File: src/rtl/vram_fill_master.sv
// vram_fill_master
//   Avalon-MM write master that fills a rectangular character region of the
//   80x30 text-mode VRAM with a single 16-bit character word. Two characters
//   share one 32-bit VRAM word: the even column sits in bits [15:0] and the
//   odd column in bits [31:16]. Interior column pairs are written as full
//   words; ragged left/right edges use halfword byte enables.
//
// Ports
//   CLK              system clock
//   RESET            asynchronous, active-high reset
//   START            one-cycle command strobe, honoured only when idle
//   X0, Y0           top-left cell of the rectangle (inclusive)
//   X1, Y1           bottom-right cell of the rectangle (inclusive)
//   FILL_CHAR        character word {inverse, glyph[6:0], fg[3:0], bg[3:0]}
//   BUSY             high while a legal fill is in progress
//   DONE             one-cycle pulse after the last write is accepted
//   ERR              one-cycle pulse when a command has an illegal rectangle
//   AVM_ADDR         Avalon word address
//   AVM_WRITE        Avalon write request
//   AVM_CS           chip select, mirrors AVM_WRITE
//   AVM_BYTE_EN      Avalon byte enables
//   AVM_WRITEDATA    Avalon write data
//   AVM_WAITREQUEST  Avalon slave stall
module vram_fill_master #(
    parameter int          COLS          = 80,
    parameter int          ROWS          = 30,
    parameter int          WORDS_PER_ROW = COLS / 2,
    parameter logic [11:0] BASE_ADDR     = 12'h000
) (
    input  logic        CLK,
    input  logic        RESET,
    input  logic        START,
    input  logic [6:0]  X0,
    input  logic [4:0]  Y0,
    input  logic [6:0]  X1,
    input  logic [4:0]  Y1,
    input  logic [15:0] FILL_CHAR,
    output logic        BUSY,
    output logic        DONE,
    output logic        ERR,
    output logic [11:0] AVM_ADDR,
    output logic        AVM_WRITE,
    output logic        AVM_CS,
    output logic [3:0]  AVM_BYTE_EN,
    output logic [31:0] AVM_WRITEDATA,
    input  logic        AVM_WAITREQUEST
);

    localparam logic [1:0] S_IDLE  = 2'd0;
    localparam logic [1:0] S_CHECK = 2'd1;
    localparam logic [1:0] S_WRITE = 2'd2;
    localparam logic [1:0] S_FIN   = 2'd3;

    localparam logic [7:0]  COLS_L = 8'(COLS);
    localparam logic [5:0]  ROWS_L = 6'(ROWS);
    localparam logic [10:0] WPR_L  = 11'(WORDS_PER_ROW);

    logic [1:0]  state;
    logic [6:0]  x0_q, x1_q;
    logic [4:0]  y0_q, y1_q;
    logic [15:0] char_q;
    logic [6:0]  col;
    logic [4:0]  row;

    logic [7:0]  step;
    logic [7:0]  col_adv;
    logic        row_done;
    logic        last_beat;
    logic [6:0]  col_nxt;
    logic [4:0]  row_nxt;
    logic        illegal;

    // Row offset is formed at 11 bits; the largest legal address (1199)
    // never reaches bit 11.
    function automatic logic [11:0] beat_addr(input logic [6:0] c, input logic [4:0] r);
        logic [10:0] off;
        off = {6'b0, r} * WPR_L;
        return BASE_ADDR + {1'b0, off} + {6'b0, c[6:1]};
    endfunction

    function automatic logic pair_fits(input logic [6:0] c, input logic [6:0] xr);
        return !c[0] && (({1'b0, c} + 8'd1) <= {1'b0, xr});
    endfunction

    function automatic logic [3:0] beat_be(input logic [6:0] c, input logic [6:0] xr);
        if (c[0])
            return 4'b1100;
        else if (pair_fits(c, xr))
            return 4'b1111;
        else
            return 4'b0011;
    endfunction

    always_comb begin
        step      = pair_fits(col, x1_q) ? 8'd2 : 8'd1;
        col_adv   = {1'b0, col} + step;
        row_done  = col_adv > {1'b0, x1_q};
        last_beat = row_done && (row == y1_q);
        col_nxt   = row_done ? x0_q : col_adv[6:0];
        row_nxt   = row_done ? row + 5'd1 : row;
        illegal   = (x0_q > x1_q) || (y0_q > y1_q) ||
                    ({1'b0, x1_q} >= COLS_L) || ({1'b0, y1_q} >= ROWS_L);
    end

    always_ff @(posedge CLK or posedge RESET) begin
        if (RESET) begin
            state         <= S_IDLE;
            x0_q          <= '0;
            x1_q          <= '0;
            y0_q          <= '0;
            y1_q          <= '0;
            char_q        <= '0;
            col           <= '0;
            row           <= '0;
            BUSY          <= 1'b0;
            DONE          <= 1'b0;
            ERR           <= 1'b0;
            AVM_ADDR      <= '0;
            AVM_WRITE     <= 1'b0;
            AVM_CS        <= 1'b0;
            AVM_BYTE_EN   <= '0;
            AVM_WRITEDATA <= '0;
        end else begin
            DONE <= 1'b0;
            ERR  <= 1'b0;
            case (state)
                S_IDLE: begin
                    if (START) begin
                        x0_q   <= X0;
                        y0_q   <= Y0;
                        x1_q   <= X1;
                        y1_q   <= Y1;
                        char_q <= FILL_CHAR;
                        state  <= S_CHECK;
                    end
                end
                S_CHECK: begin
                    if (illegal) begin
                        ERR   <= 1'b1;
                        state <= S_IDLE;
                    end else begin
                        BUSY          <= 1'b1;
                        col           <= x0_q;
                        row           <= y0_q;
                        AVM_ADDR      <= beat_addr(x0_q, y0_q);
                        AVM_BYTE_EN   <= beat_be(x0_q, x1_q);
                        AVM_WRITEDATA <= {char_q, char_q};
                        AVM_WRITE     <= 1'b1;
                        AVM_CS        <= 1'b1;
                        state         <= S_WRITE;
                    end
                end
                S_WRITE: begin
                    // The next beat is loaded on the accepting edge so the
                    // bus sees one beat per cycle without idle gaps.
                    if (!AVM_WAITREQUEST) begin
                        if (last_beat) begin
                            AVM_WRITE <= 1'b0;
                            AVM_CS    <= 1'b0;
                            state     <= S_FIN;
                        end else begin
                            col         <= col_nxt;
                            row         <= row_nxt;
                            AVM_ADDR    <= beat_addr(col_nxt, row_nxt);
                            AVM_BYTE_EN <= beat_be(col_nxt, x1_q);
                        end
                    end
                end
                S_FIN: begin
                    DONE  <= 1'b1;
                    BUSY  <= 1'b0;
                    state <= S_IDLE;
                end
                default: state <= S_IDLE;
            endcase
        end
    end

endmodule

File: config.mk
export PLATFORM = sky130hd
export DESIGN_NAME = vram_fill_master
export DESIGN_NICKNAME = d
export VERILOG_FILES = /design/src/rtl/vram_fill_master.sv
export SDC_FILE = /design/constraint.sdc
export NUM_CORES = 1
export LEC_CHECK = 0
export BUFFER_PORTS_ARGS = -buffer_cell sky130_fd_sc_hd__clkbuf_2
export CELL_PAD_IN_SITES_DETAIL_PLACEMENT = 0
export CELL_PAD_IN_SITES_GLOBAL_PLACEMENT = 1
export CORE_UTILIZATION = 30
export DETAILED_ROUTE_END_ITERATION = 10
export HOLD_SLACK_MARGIN = 0.12
export MAX_ROUTING_LAYER = met4
export PLACE_DENSITY = 0.57
export SYNTH_ARGS = -nofsm -noshare
export SYNTH_HDL_FRONTEND = slang
export SYNTH_SLANG_ARGS = --single-unit
File: constraint.sdc
create_clock -name CLK -period 8.1 [get_ports CLK]
set_input_delay 0.405 -clock CLK [delete_from_list [all_inputs] [get_ports CLK]]
set_output_delay 0.405 -clock CLK [all_outputs]
set_load 0.01 [all_outputs]
==> summary.md <==
| Metric | Value |
|---|---|
| Worst stage delay on the critical path | 0.54 ns |
| Pins Over Slew Limit | 0 |
| CTS tree | yes |
| Worst R2R Start | AVM_ADDR[1] |
| Share of layout cells above drive strength 1 | 0.271 |
| Vias in the first global route | 4633 |
| Hold path start | X1[2] |
| Post-CTS Setup Bufs | 0 |
| Critical-path top delay cell | nor3b_1 |
| Initial antenna violation count | 0 |
| Skew-Pair Late Insertion Delay | 0.36 ns |
| Nets | 762 |
| Synth Area in XOR/XNOR | 0.0655 |
| Critical path required time | 8.32 ns |
| Syn. warnings | 0 |
| Primary FF master, synth | dfrtp_1 |
| Hold Path Class | in -> reg |
| First-pass GRT wire length | 24.1 mm |
| Worst hold endpoint | x1_q[2] |
| Status | complete, no violations |
| Vias | 4427 |
| I/O pin count | 97 |
| Synth top area cells | dfrtp_1 (37%), ha_1 (14%), mux2_2 (9.7%), o21ai_0 (3.9%), xnor2_1 (3.8%) |
| Synth Area per Inst | 10.1 um^2 |
| Ant. Diodes | 0 |
| Post-synthesis mux area share | 0.125 |
| Yosys cell types | 53 |
| Share of Yosys cell area claimed by the top area cell type | 0.365 |
| Asr flop ratio synth | 1.00 |
| Slew HR | 0.328 |
| Area growth from synthesis to layout | 15.8% |
| Core ar. | 0.0189 mm^2 |
| Port Buffers | 96 |
| RR Endpoint | AVM_ADDR[8] |
| Setup Skew | 0.0112 ns |
| Simple-gate share of the synthesized area | 0.108 |
| Die Ht | 141 um |
| Leading area contributor after synthesis | dfrtp_1 |
| 1st-iter DRT viols | 149 |
| Commonest non-fill, non-tap cell in the layout | clkbuf_2 |
| Crit path launch | AVM_ADDR[1] |
| Drt total wl | 14.7 mm |
| Drt wl/cell | 16.0 um |
| Reg2reg setup slack | 1.18 ns |
| # H-tree levels | 3 |
| Post-DP HPWL | 11.1 mm |
| Setup crit end kind | register |
| Final hold vios | 0 |
| Root Buffer | clkbuf_16 |
| Chip width | 141 um |
| Antenna viol nets, final | 0 |
| CP arrival | 7.14 ns |
| Grt ovf | 0 |
| Synth Area in Compound Gates | 0.119 |
| DRC violations left | 0 |
| Final setup fails | 0 |
| DRT Pass-1 Iters | 4 |
| Net Count, Synth | 688 |
| Clock sinks | 85 |
| Die area | 0.0200 mm^2 |
| Clock Path Buffers | 2 |
| Startpoint Class | register |
| Hold path depth | 3 |
| Crit-path max FO | 9 |
| Total GRT Usage | 0.162 |
| Most frequent cells in the layout | clkbuf_2 (96), dfrtp_1 (85), ha_1 (63) |
| Unrepaired setup endpoints after global routing | no |
| Largest family of logic cells by synthesized area | adder cells |
| Row Count | 50 |
| Mapped Cells | 577 |
| GP Congestion | 0.855 |
| Fmax | 145 MHz |
| WS Path Type | reg -> reg |
| Reg2reg path depth | 28 |
| Yosys reg bits | 85 |
| Largest net degree at the start of global routing | 78 |
| Fin crit share | 0.854 |
| Worst-path clk slew | 0.07 ns |
| Max_cap viols | 0 |
| Number of synthesized flops with an enable pin | 0 |
| Sequential cell area fraction in the yosys report | 0.365 |
| TritonCTS Buffers | 9 |
| Worst slew pin tran | 1.01 ns |
| Setup TNS | 0 ns |
| CP most frequent cell | ha_1 |
| Vias/cell | 4.83 |
| Post-Synth Adder-Cell Area | 0.149 |
| Tmin final | 6.92 ns |
| Mapped Area | 0.00582 mm^2 |
| Initial Util | 0.308 |
==> critical path: cells and delay by family, from the launching register on <==
kind / cells / cell delay, ns
xor+xnor: 3 / 0.66
mux: 1 / 0.40
simple gates: 9 / 1.82
buf+inv: 2 / 0.19
fa+ha+maj: 6 / 1.87
flops: 1 / 0.49
compound gates: 7 / 1.37
==> cells by family after synthesis <==
kind of cell | count (synthesis)
AO/OA/AOI/OAI | 111
XOR/XNOR | 42
adder cells (fa/ha/maj) | 67
buffers and inverters | 78
flip-flops | 85
multiplexers | 66
AND/OR/NAND/NOR | 128
==> cells in the mapped netlist (all sizes together) (15+ instances only) <==
| cell type | number |
|---|---|
| a21oi | 25 |
| buf | 30 |
| dfrtp | 85 |
| ha | 63 |
| inv | 38 |
| mux2 | 51 |
| mux2i | 15 |
| nand2 | 41 |
| nand3 | 22 |
| nor2 | 24 |
| o21ai | 47 |
| xnor2 | 25 |
| xor2 | 16 |
==> per-stage QoR <==
step	std cells	utilization	area, um^2	setup slack (ns)	hold WS [ns]
floorplan	577	-	5820	1.87	0.477
global placement	899	0.340	6430	1.43	0.282
detailed placement	899	0.340	6430	1.23	0.285
CTS	916	0.357	6740	1.20	0.244
global route	916	0.357	6740	0.595	0.266
finish	916	0.357	6740	1.18	0.254
==> area by class of cell <==
class	instances	area, um^2
well taps	260	325
clock buffers	9	225
clock inverters	7	81.3
inverters	38	144
flip-flops and latches	85	2130
fillers	2028	12100
multi-input cells	414	3310
repair buffers	103	536
==> how the worst max path moves through the flow <==
stage | endpoint
after floorplan | AVM_ADDR[9]
after global placement | AVM_ADDR[8]
after detailed placement | AVM_ADDR[8]
after CTS | AVM_ADDR[8]
after global routing | AVM_ADDR[8]
final | AVM_ADDR[8]
==> flip-flops by register name (all words and copies together), names as in the netlist, 2 cells and up, named ones only <==
name and cells:
y1_q 5, char_q 16, AVM_WRITEDATA 16, AVM_BYTE_EN 2, x1_q 7, y0_q 5
x0_q 7, col 4, row 5, AVM_ADDR 12
==> per-layer routing <==
metal,track usage,vias to the layer above,routed length (um)
li1,-,2157,-
met1,0.209,2122,7050
met2,0.251,123,6540
met3,0.0344,25,797
met4,0.0555,0,281
met5,-,-,0
==> repair_timing <==
item | CTS | global route
gates resized for setup | 0 | 0
endpoints found under the hold margin | 8 | 0
hold buffers | 1 | 0
setup endpoints to repair | 0 | 0
Power is not shown: default switching activity piles up to over one toggle a cycle in this logic, so the estimate is an artifact.
